===== src/rtl/change_dispenser.sv =====
// change_dispenser: greedy quarter/dime/nickel payout through a pulse/ack hopper.
// A start in IDLE captures the credit. Each coin that the hopper acknowledges is followed by an
// update strobe that carries the new balance. If the hopper does not acknowledge in time, the
// sticky fault flag is set and the payout ends. Any residue below a nickel stays as credit.
// Optional feature macro: HOPPER_EMPTY_SENSE_EN. It adds the empty[2:0] input ({q,d,n}).
// While the macro is undefined, every tube is treated as never empty.
module change_dispenser #(
  parameter int W            = 8,
  parameter int QUARTER      = 25,
  parameter int DIME         = 10,
  parameter int NICKEL       = 5,
  parameter int PULSE_CYCLES = 4,
  parameter int ACK_TIMEOUT  = 255
) (
  input  logic         clk,
  input  logic         reset,
  input  logic         start,
  input  logic [W-1:0] amount,
  input  logic         hopper_ack,
`ifdef HOPPER_EMPTY_SENSE_EN
  input  logic [2:0]   empty,
`endif
  output logic         eject_q,
  output logic         eject_d,
  output logic         eject_n,
  output logic         busy,
  output logic         update_total_money,
  output logic [W-1:0] remaining_money,
  output logic         done,
  output logic         fault
);

  localparam int PW = $clog2(PULSE_CYCLES + 1);
  localparam int TW = $clog2(ACK_TIMEOUT + 1);
  localparam logic [PW-1:0] PULSE_LAST = PW'(PULSE_CYCLES - 1);
  localparam logic [TW-1:0] ACK_LAST   = TW'(ACK_TIMEOUT - 1);
  localparam logic [W-1:0]  Q_VAL      = W'(QUARTER);
  localparam logic [W-1:0]  D_VAL      = W'(DIME);
  localparam logic [W-1:0]  N_VAL      = W'(NICKEL);

  typedef enum logic [2:0] {
    S_IDLE     = 3'd0,
    S_SELECT   = 3'd1,
    S_EJECT    = 3'd2,
    S_WAIT_ACK = 3'd3,
    S_FINISH   = 3'd4
  } state_t;

  state_t        state, state_nxt;
  logic [W-1:0]  rem, rem_nxt;
  logic [W-1:0]  coin, coin_nxt;
  logic [2:0]    eject, eject_nxt;       // {q,d,n}, one-hot or zero
  logic [PW-1:0] pulse_cnt, pulse_cnt_nxt;
  logic [TW-1:0] ack_cnt, ack_cnt_nxt;
  logic          busy_nxt, update_nxt, done_nxt, fault_nxt;
  logic [W-1:0]  remaining_nxt;
  logic [2:0]    tube_empty;

`ifdef HOPPER_EMPTY_SENSE_EN
  assign tube_empty = empty;
`else
  assign tube_empty = 3'b000;
`endif

  assign eject_q = eject[2];
  assign eject_d = eject[1];
  assign eject_n = eject[0];

  // State register and every registered output; reset drops the ejects at once.
  always_ff @(posedge clk or posedge reset) begin
    if (reset) begin
      state              <= S_IDLE;
      rem                <= {W{1'b0}};
      coin               <= {W{1'b0}};
      eject              <= 3'b000;
      pulse_cnt          <= {PW{1'b0}};
      ack_cnt            <= {TW{1'b0}};
      busy               <= 1'b0;
      update_total_money <= 1'b0;
      remaining_money    <= {W{1'b0}};
      done               <= 1'b0;
      fault              <= 1'b0;
    end else begin
      state              <= state_nxt;
      rem                <= rem_nxt;
      coin               <= coin_nxt;
      eject              <= eject_nxt;
      pulse_cnt          <= pulse_cnt_nxt;
      ack_cnt            <= ack_cnt_nxt;
      busy               <= busy_nxt;
      update_total_money <= update_nxt;
      remaining_money    <= remaining_nxt;
      done               <= done_nxt;
      fault              <= fault_nxt;
    end
  end

  // Next-state and next-output logic for the payout sequence.
  always_comb begin
    state_nxt     = state;
    rem_nxt       = rem;
    coin_nxt      = coin;
    eject_nxt     = 3'b000;
    pulse_cnt_nxt = pulse_cnt;
    ack_cnt_nxt   = ack_cnt;
    busy_nxt      = busy;
    update_nxt    = 1'b0;
    remaining_nxt = remaining_money;
    done_nxt      = 1'b0;
    fault_nxt     = fault;
    case (state)
      S_IDLE: begin
        if (start) begin
          rem_nxt   = amount;
          busy_nxt  = 1'b1;
          fault_nxt = 1'b0;
          state_nxt = S_SELECT;
        end else begin
          state_nxt = S_IDLE;
        end
      end
      S_SELECT: begin
        // The largest coin that fits and whose tube is not empty wins.
        pulse_cnt_nxt = {PW{1'b0}};
        if (!tube_empty[2] && (rem >= Q_VAL)) begin
          coin_nxt  = Q_VAL;
          eject_nxt = 3'b100;
          state_nxt = S_EJECT;
        end else if (!tube_empty[1] && (rem >= D_VAL)) begin
          coin_nxt  = D_VAL;
          eject_nxt = 3'b010;
          state_nxt = S_EJECT;
        end else if (!tube_empty[0] && (rem >= N_VAL)) begin
          coin_nxt  = N_VAL;
          eject_nxt = 3'b001;
          state_nxt = S_EJECT;
        end else begin
          done_nxt  = 1'b1;
          state_nxt = S_FINISH;
        end
      end
      S_EJECT: begin
        // Hold the pulse for exactly PULSE_CYCLES cycles; hopper_ack is ignored here.
        if (pulse_cnt == PULSE_LAST) begin
          eject_nxt   = 3'b000;
          ack_cnt_nxt = {TW{1'b0}};
          state_nxt   = S_WAIT_ACK;
        end else begin
          eject_nxt     = eject;
          pulse_cnt_nxt = pulse_cnt + PW'(1);
        end
      end
      S_WAIT_ACK: begin
        if (hopper_ack) begin
          // SELECT only picks a coin that fits, so this subtraction cannot wrap.
          rem_nxt       = rem - coin;
          remaining_nxt = rem - coin;
          update_nxt    = 1'b1;
          state_nxt     = S_SELECT;
        end else if (ack_cnt == ACK_LAST) begin
          fault_nxt = 1'b1;
          done_nxt  = 1'b1;
          state_nxt = S_FINISH;
        end else begin
          ack_cnt_nxt = ack_cnt + TW'(1);
        end
      end
      S_FINISH: begin
        busy_nxt  = 1'b0;
        state_nxt = S_IDLE;
      end
      default: begin
        busy_nxt  = 1'b0;
        state_nxt = S_IDLE;
      end
    endcase
  end

endmodule


===== config.mk =====
export PLATFORM = sky130hd
export DESIGN_NAME = change_dispenser
export DESIGN_NICKNAME = d
export VERILOG_FILES = /design/src/rtl/change_dispenser.sv
export SDC_FILE = /design/constraint.sdc
export NUM_CORES = 1
export LEC_CHECK = 0
export BUFFER_PORTS_ARGS = -buffer_cell sky130_fd_sc_hd__buf_2
export CAP_MARGIN = 20
export CORE_MARGIN = 2
export CORE_UTILIZATION = 35
export DETAILED_ROUTE_END_ITERATION = 6
export GPL_TIMING_DRIVEN = 0
export SLEW_MARGIN = 10
export SYNTH_ARGS = -nofsm -noshare
export SYNTH_HDL_FRONTEND = slang
export SYNTH_SLANG_ARGS = --single-unit
export TNS_END_PERCENT = 20

===== constraint.sdc =====
create_clock -name clk -period 2.6 [get_ports clk]
set_clock_uncertainty 0.05 [all_clocks]
set_input_delay 0 -clock clk [delete_from_list [all_inputs] [get_ports clk]]
set_output_delay 0 -clock clk [all_outputs]
set_load 0.02 [all_outputs]

==> key figures, run 1 <==
Synthesis
  – Seq cells post-synth: 42
  – Post-synth top flop: dfrtp_1
  – Cell Area, Synth: 0.00223 mm^2
  – Mapped Avg Cell Area: 9.49 um^2
  – Yosys top cell area share: 47.1%
  – Seq/Total Area, Yosys: 47.1%
  – Yosys warning count: 0
  – Most common cell in the netlist: dfrtp_1
  – Ranking of synthesized cells by area: dfrtp_1 47%, ha_1 5.1%, nand2_1 4.7%, nand3_1 4.0%, o21ai_0 3.8%
  – Top cells by count, synth: 42 x dfrtp_1, 28 x nand2_1, 22 x nor2_1
  – Synth cell types: 45
  – Post-synth top area cell: dfrtp_1
  – Mapped Cells: 235
  – Post-synth ARST share: 100%
  – Synthesized Nets: 257
  – Post-synth EDFFs: 0

Detailed routing
  – Initial DRC count: 76
  – DRC viols: 0
  – Via count: 1765
  – Number of nets still failing antenna checks after routing: 0
  – Vias/cell: 4.94
  – Drt wl/cell: 12.8 um
  – WL final: 4.58 mm
  – TritonRoute pass-1 iters: 4

Setup path
  – CP top delay family: buffers and inverters
  – Startpoint Class: flip-flop
  – Length in cells of the worst reg-to-reg path: 9
  – Critical Path RT: 2730 ps
  – Crit path to: rem[5]
  – Reg-to-Reg End: rem[5]
  – Stages on worst setup path: 9
  – Reg2reg setup slack: 280 ps
  – Crit path kind: reg -> reg
  – Slowest-stage cell, CP: dlygate4sd3_1
  – Critical path buffers and inverters: 3
  – Max FO, Critical Path: 10
  – Crit Reg-Reg Startpoint: state[2]
  – Critical Path Max Stage Delay: 570 ps
  – Critical path cell sequence: nand2b_4 -> nor2_4 -> nand2_4 -> inv_2 -> nor2_1 -> buf_4 -> a22oi_1 -> o21ai_0 -> dlygate4sd3_1
  – CP Launch Point: state[2]
  – WP data arrival: 2450 ps
  – CP endpoint kind: flip-flop

Clocking
  – CTS root buffer: clkbuf_8
  – Worst-path clk slew: 80 ps
  – H-Tree Level Count: 2
  – Worst-skew pair later-pin latency: 290 ps
  – # clock sinks: 42
  – TritonCTS Buffers: 5
  – Clk buf depth: 2
  – CTS tree: built
  – Setup Buffers After CTS: 0

Placed design
  – Hpwl dp: 3.41 mm
  – Number of port buffers: 26
  – Pre-CTS setup slack: 416 ps
  – Gp weighted congestion: 0.793
  – Placed Area: 0.00248 mm^2
  – Inst Count DP: 339

Pwr
  – Leak pwr: 1.29 nW
  – Pwr/cell area: 1190 mW/mm^2
  – Final total power: 3.22 mW
  – Maximum vdd drop: 0.625 mV

Cells and area
  – Nets@finish: 301
  – Area grow syn2layout: 20.8%
  – Design area: 0.00269 mm^2
  – Finished Layout Cells: 357
  – Share of layout cells above drive strength 1: 18.2%
  – Final core occ: 43.2%
  – Antenna cells: 0

Timing
  – RSZ-0062 raised after global routing: no
  – Setup TNS: 0 ps
  – Setup WS post-layout: 279 ps
  – Final Hold Violating Endpoints: 0
  – Slew margin rel.: 53.5%
  – Final Max Tran Viols: 0
  – Fin crit share: 89.3%
  – Fin Hold WS: 69.1 ps
  – Fin crit period: 2320 ps
  – F_max: 431 MHz
  – Slew @ Worst Pin: 692 ps
  – Number of setup violations in the final report: 0

Global routing
  – Vias in the first global route: 1771
  – Pin count of the biggest net entering global routing: 23
  – GRT Total Usage: 14.5%
  – First-pass GRT wire length: 8.35 mm
  – Initial antenna violation count: 0
  – Total grt overflow: 0

Floorplanning
  – Area of the die: 0.00702 mm^2
  – Die height: 83.8 um
  – Io pins: 27
  – Initial core utilization: 35.7%
  – Core footprint: 0.00624 mm^2
  – Std-Cell Rows: 29
  – Die Width: 83.8 um

Flow run
  – Max-cap violation count: 0

Outcome
  – Status: finished clean

Min path
  – Worst hold path type: in -> reg
## worst min-delay path by stage
stage | cells past startpoint | end | from
final | 4 | rem[7] | amount[7]
after global placement | 3 | rem[4] | amount[4]
after global routing | 4 | rem[7] | amount[7]
after detailed placement | 2 | ack_cnt[3] | reset
after CTS | 4 | rem[7] | amount[7]
after floorplan | 2 | rem[3] | amount[3]
## layout by cell type, fill, tap and decap left out, drive strengths merged, types with 2 or more instances in the layout
cell type / n
dfrtp: 42
or2: 2
nor2: 23
a21oi: 12
nand3: 18
dlygate4sd3: 10
nand2b: 4
buf: 31
xnor2: 3
or3: 5
o21ai: 17
ha: 9
nor3: 10
a211oi: 4
nand3b: 2
inv: 15
xor2: 7
nor4b: 2
a21o: 4
nand2: 29
nor3b: 2
clkbuf: 10
nand4: 2
## tightest hold or removal path: stages
cell	delay [ps]
buf_2	90
nor2_1	40
a31oi_1	110
o2bb2a_1	140
## state kept, by name, summed over array words and instances (netlist names)
register / flops
ack_cnt: 8
pulse_cnt: 3
coin: 5
done: 1
update_total_money: 1
remaining_money: 8
state: 3
fault: 1
busy: 1
rem: 8
eject: 3
## cell type report
cell class	count	area, um^2
clock inverter	2	37.5
inverter	15	58.8
buffer	8	50.0
fill	620	3550
sequential	42	1050
multi-input combinational	170	1070
tap	77	96.3
timing repair buffer	37	258
clock buffer	6	72.6
## where the power goes
group	internal (mW)	total (mW)	switching, mW
clock network	0.287	0.510	0.223
logic	0.663	1.60	0.937
registers	0.905	1.11	0.202
total	1.85	3.22	1.36
## layer usage
layer  vias up  global-route usage (%)  share of wire, %
li1        899                       -                 -
met1       834                    19.8                50
met2        27                    22.8                45
met3         5                    2.97               2.7
met4         0                    5.13               1.6
met5         -                       0                 0
## repair_timing
item                      4_1_cts  5_1_grt
hold buffers                   10        0
resized for setup               0        0
hold endpoints to repair       30        0
## cells by family after synthesis
logic type               after synthesis  synth area share, %
AO/OA/AOI/OAI                         48                 13.4
flip-flops                            42                 47.1
XOR/XNOR                              10                 3.93
AND/OR/NAND/NOR                      102                 24.7
adder cells (fa/ha/maj)               10                 5.95
buffers and inverters                 23                 4.88
(Power assumes the default switching activity.)
==> run 2: changes to the inputs <==
- CORE_ASPECT_RATIO: default -> 2
- clock period: 2.6 -> 2.66 ns (I/O delays scaled with it)
==> run 2 against run 1 <==
Compared with the run above: die area rose by 0.55%; clock power grew 36%; first-iteration DRC count fell by 13%; critical path type unchanged; highest routed layer unchanged; fmax rose by 6.7%; combinational power shrank 3%; cell count up 2.2%; hold slack improved by 9.3 ps.
==> key figures, run 2 (synthesis gave the netlist of run 1 again) <==
Outcome
  – Status: finished clean

Global routing
  – Initial antenna violation count: 0
  – Pin count of the biggest net entering global routing: 27
  – GRT Total Usage: 17.2%
  – Vias in the first global route: 1891
  – First-pass GRT wire length: 8.94 mm
  – Total grt overflow: 0

Pwr
  – Internal: 1.96 mW
  – Clock power share: 20.7%
  – Maximum vdd drop: 0.496 mV
  – Switching share of power: 41.5%
  – Final total power: 3.35 mW
  – Combinational fraction of design power: 46.7%
  – Switch Pwr: 1.39 mW
  – Reg power frac: 32.6%
  – Leak pwr: 1.31 nW
  – Pwr/cell area: 1220 mW/mm^2

Timing
  – Slew @ Worst Pin: 664 ps
  – Final Max Tran Viols: 0
  – Slew margin rel.: 55.4%
  – RSZ-0062 raised after global routing: no
  – Setup TNS: 0 ps
  – Number of setup violations in the final report: 0
  – Fin crit period: 2170 ps
  – F_max: 460 MHz
  – Fin crit share: 81.8%
  – Final Hold Violating Endpoints: 0

Clocking
  – CTS root buffer: clkbuf_16
  – Worst-skew pair later-pin latency: 290 ps
  – Setup Buffers After CTS: 0
  – CTS tree: built
  – Clk buf depth: 2
  – H-Tree Level Count: 2
  – Worst-path clk slew: 60 ps
  – # clock sinks: 42
  – TritonCTS Buffers: 5

Setup path
  – WP data arrival: 2290 ps
  – Critical Path RT: 2780 ps
  – Crit path kind: reg -> reg
  – Startpoint Class: flip-flop
  – CP endpoint kind: flip-flop
  – Max FO, Critical Path: 3

Cells and area
  – Area grow syn2layout: 23.0%
  – Most frequent cells in the layout: 42 x dfrtp_1, 28 x nand2_1, 27 x buf_2
  – Antenna cells: 0
  – Share of layout cells above drive strength 1: 18.6%
  – Nets@finish: 300
  – Biggest regs: ack_cnt (8), rem (8), remaining_money (8)
  – Number of fill cells: 648
  – Most common cell after layout, fill and taps aside: dfrtp_1

Detailed routing
  – DRC viols: 0
  – Drt wl/cell: 14.1 um
  – Initial DRC count: 66
  – TritonRoute pass-1 iters: 4
  – WL final: 5.15 mm
  – Number of nets still failing antenna checks after routing: 0
  – Via count: 1799
  – Vias/cell: 4.93

Floorplanning
  – Area of the die: 0.00706 mm^2
  – Io pins: 27
  – Die Width: 60.4 um
  – Core footprint: 0.00626 mm^2
  – Initial core utilization: 35.6%
  – Std-Cell Rows: 41
  – Die height: 117 um

Placed design
  – Hpwl dp: 3.94 mm
  – Gp weighted congestion: 0.800
  – Number of port buffers: 26

Flow run
  – Max-cap violation count: 0

Min path
  – Worst hold path type: in -> reg
## run 2: layout make-up
type | count | area (um^2) | share of cell area, %
buffer | 8 | 50.0 | 1.82
clock buffer | 5 | 125 | 4.56
clock inverter | 3 | 40.0 | 1.46
inverter | 15 | 58.8 | 2.14
multi-input combinational | 170 | 1070 | 39.0
sequential | 42 | 1050 | 38.3
tap | 86 | 108 | 3.92
timing repair buffer | 36 | 240 | 8.76
## run 2: path summary, 6_finish.rpt
kind / to / start / cells after the start / slack, ps
hold / removal: rem[7] / amount[7] / 4 / 80
hold reg to reg: eject[1] / eject[1] / 2 / 420
max in group asynchronous: update_total_money / reset / 4 / 1910
min in group asynchronous: coin[4] / reset / 3 / 180
setup / recovery: rem[6] / rem[0] / 8 / 490
setup reg to reg: rem[6] / rem[0] / 8 / 490
## run 2: layer usage
metal | share of wire [%] | track usage (%) | up-vias | wire (um)
li1 | - | - | 900 | -
met1 | 36 | 17.7 | 864 | 1850
met2 | 59 | 31.9 | 26 | 3030
met3 | 2.0 | 3.41 | 9 | 103
met4 | 3.0 | 7.97 | 0 | 157
met5 | 0 | 0 | - | 0
## run 2: metrics by stage
stage / utilization (%) / cells / hold slack [ps] / instance area, um^2 / setup slack, ps
6_report: 43.8 / 365 / 78.5 / 2740 / 485
5_1_grt: 43.8 / 365 / 117 / 2740 / 363
4_1_cts: 43.8 / 365 / 71.4 / 2740 / 472
3_5_place_dp: 39.7 / 348 / -45.2 / 2490 / 486
3_3_place_gp: 39.4 / 347 / 205 / 2470 / 527
2_1_floorplan: - / 235 / 103 / 2230 / 666
## run 2: worst max-delay path, stage by stage (launching register included)
cell	delay, ps
dfrtp_1	350
inv_1	60
ha_1	220
fa_1	400
nand2b_1	160
a21oi_1	210
a211o_1	210
nor3_1	70
a311o_1	330
## run 2: power groups by stage
stage / registers [mW] / logic [mW] / clock network (mW)
after global routing: 1.13 / 1.78 / 0.736
after global placement: 1.10 / 1.55 / 0
final: 1.09 / 1.56 / 0.693
after detailed placement: 1.11 / 1.58 / 0
after floorplan: 1.15 / 1.10 / 0
after CTS: 1.10 / 1.60 / 0.708
## run 2: what timing repair did
item                                   CTS  global route
hold buffers                             9             0
endpoints found under the hold margin   50             0
gates resized for setup                  0             0
==> run 3: changes to the inputs <==
- clock period: 2.66 -> 1.75 ns (I/O delays scaled with it)
==> run 3 against run 2 <==
Compared with the run above: the flow now finishes with violations (negative setup slack); design area rose by 6.3%; sequential cell count stayed put; combinational power grew 93%; largest power group unchanged; highest routed layer unchanged.
==> key figures, run 3 (synthesis gave the netlist of run 1 again) <==
Timing
  – F_max: 530 MHz
  – RSZ-0062 raised after global routing: yes
  – Number of setup violations in the final report: 5
  – Final Hold Violating Endpoints: 0
  – Slew @ Worst Pin: 493 ps
  – Fin Hold WS: 105 ps
  – Setup TNS: -255 ps
  – Setup WS post-layout: -137 ps
  – Final Max Tran Viols: 0
  – Fin crit period: 1890 ps
  – Slew margin rel.: 66.7%
  – Fin crit share: 108%

Clocking
  – Worst-path clk slew: 60 ps
  – # clock sinks: 42
  – CTS tree: built
  – TritonCTS Buffers: 5
  – H-Tree Level Count: 2
  – Worst-skew pair later-pin latency: 290 ps
  – CTS root buffer: clkbuf_16
  – Clk buf depth: 2

Pwr
  – Switching share of power: 41.9%
  – Final total power: 5.58 mW
  – Clock power share: 16.0%
  – Reg power frac: 30.1%
  – Combinational fraction of design power: 53.9%
  – Pwr/cell area: 1910 mW/mm^2
  – Leak pwr: 1.35 nW
  – Switch Pwr: 2.34 mW
  – Maximum vdd drop: 0.757 mV
  – Internal: 3.24 mW

Placed design
  – Number of port buffers: 26
  – Pre-CTS setup slack: -235 ps
  – Gp weighted congestion: 0.781
  – Hpwl dp: 3.96 mm

Cells and area
  – Share of layout cells above drive strength 1: 29.3%
  – Number of fill cells: 638
  – Most common cell after layout, fill and taps aside: dfrtp_1
  – Final core occ: 46.6%
  – Most frequent cells in the layout: 37 x dfrtp_1, 28 x nand2_1, 26 x buf_2
  – Antenna cells: 0
  – Nets@finish: 309
  – Biggest regs: ack_cnt (8), rem (8), remaining_money (8)
  – Area grow syn2layout: 30.8%

Global routing
  – Pin count of the biggest net entering global routing: 30
  – First-pass GRT wire length: 9.11 mm
  – Vias in the first global route: 1897
  – GRT Total Usage: 17.7%
  – Initial antenna violation count: 0
  – Total grt overflow: 0

Floorplanning
  – Io pins: 27
  – Initial core utilization: 35.6%
  – Std-Cell Rows: 41
  – Area of the die: 0.00706 mm^2
  – Die Width: 60.4 um
  – Die height: 117 um
  – Core footprint: 0.00626 mm^2

Min path
  – Worst hold path type: in -> reg

Setup path
  – WP data arrival: 2010 ps
  – CP endpoint kind: flip-flop
  – Critical Path RT: 1870 ps
  – Max FO, Critical Path: 3
  – Crit path kind: reg -> reg
  – Startpoint Class: flip-flop

Outcome
  – Status: finished, violations left
  – Failing checks: negative setup slack

Detailed routing
  – Initial DRC count: 59
  – DRC viols: 0
  – Via count: 1881
  – Number of nets still failing antenna checks after routing: 0
  – WL final: 5.44 mm
  – Drt wl/cell: 14.6 um
  – TritonRoute pass-1 iters: 4
  – Vias/cell: 5.04

Flow run
  – Max-cap violation count: 0
==> run 3: changes by cell type in the layout (fill, tap and decap cells not counted), sizes merged <==
cell,delta
clkbuf,+2
bufinv,-1
buf,+9
clkinv,-2
==> run 3: worst max-delay path, cell delays in order (launching register included) <==
cell,delay (ps)
dfrtp_1,410
ha_4,170
fa_2,330
nand2b_4,160
a21oi_4,130
a211o_1,190
nor3_2,60
a311o_1,270
==> run 3: routing by layer <==
metal	share of wire (%)	GRT usage [%]	up-vias
li1	-	-	919
met1	35	18.1	921
met2	60	33.0	28
met3	2.1	2.97	13
met4	3.2	9.13	0
met5	0	0	-
==> run 3: final timing paths <==
kind                                     from                  to  slack, ps  cells after the start
setup / recovery                      coin[0]              rem[6]       -140                      7
hold / removal                      amount[7]              rem[7]        100                      4
setup reg to reg                      coin[0]              rem[6]       -140                      7
hold reg to reg            remaining_money[0]  remaining_money[0]        430                      2
max in group asynchronous               reset            state[2]       1010                      4
min in group asynchronous               reset          ack_cnt[7]        160                      3
==> run 3: layout make-up <==
class	count	area, um^2	share of cell area, %
Multi-Input combinational cell	170	1190	40.8
Sequential cell	42	1060	36.3
Timing Repair Buffer	46	315	10.8
Clock buffer	7	133	4.55
Tap cell	86	108	3.69
Inverter	15	61.3	2.10
Buffer	7	52.6	1.80
==> run 3: repair_timing <==
item,in CTS,in global routing
resized for setup,16,13
hold buffers,9,0
pin swaps,6,9
buffers inserted,5,5
endpoints found under the setup margin,15,29
hold endpoints to repair,50,0
==> run 3: power by group through the flow <==
stage | Combinational, mW | Clock, mW | Sequential [mW]
finish | 3.01 | 0.895 | 1.68
global route | 3.36 | 0.953 | 1.74
CTS | 2.84 | 0.901 | 1.67
detailed placement | 2.49 | 0 | 1.68
global placement | 2.44 | 0 | 1.67
floorplan | 1.75 | 0 | 1.75
==> run 3: per-stage QoR <==
stage	std cells	area [um^2]
2_1_floorplan	235	2250
3_3_place_gp	347	2490
3_5_place_dp	348	2510
4_1_cts	369	2840
5_1_grt	373	2920
6_report	373	2920
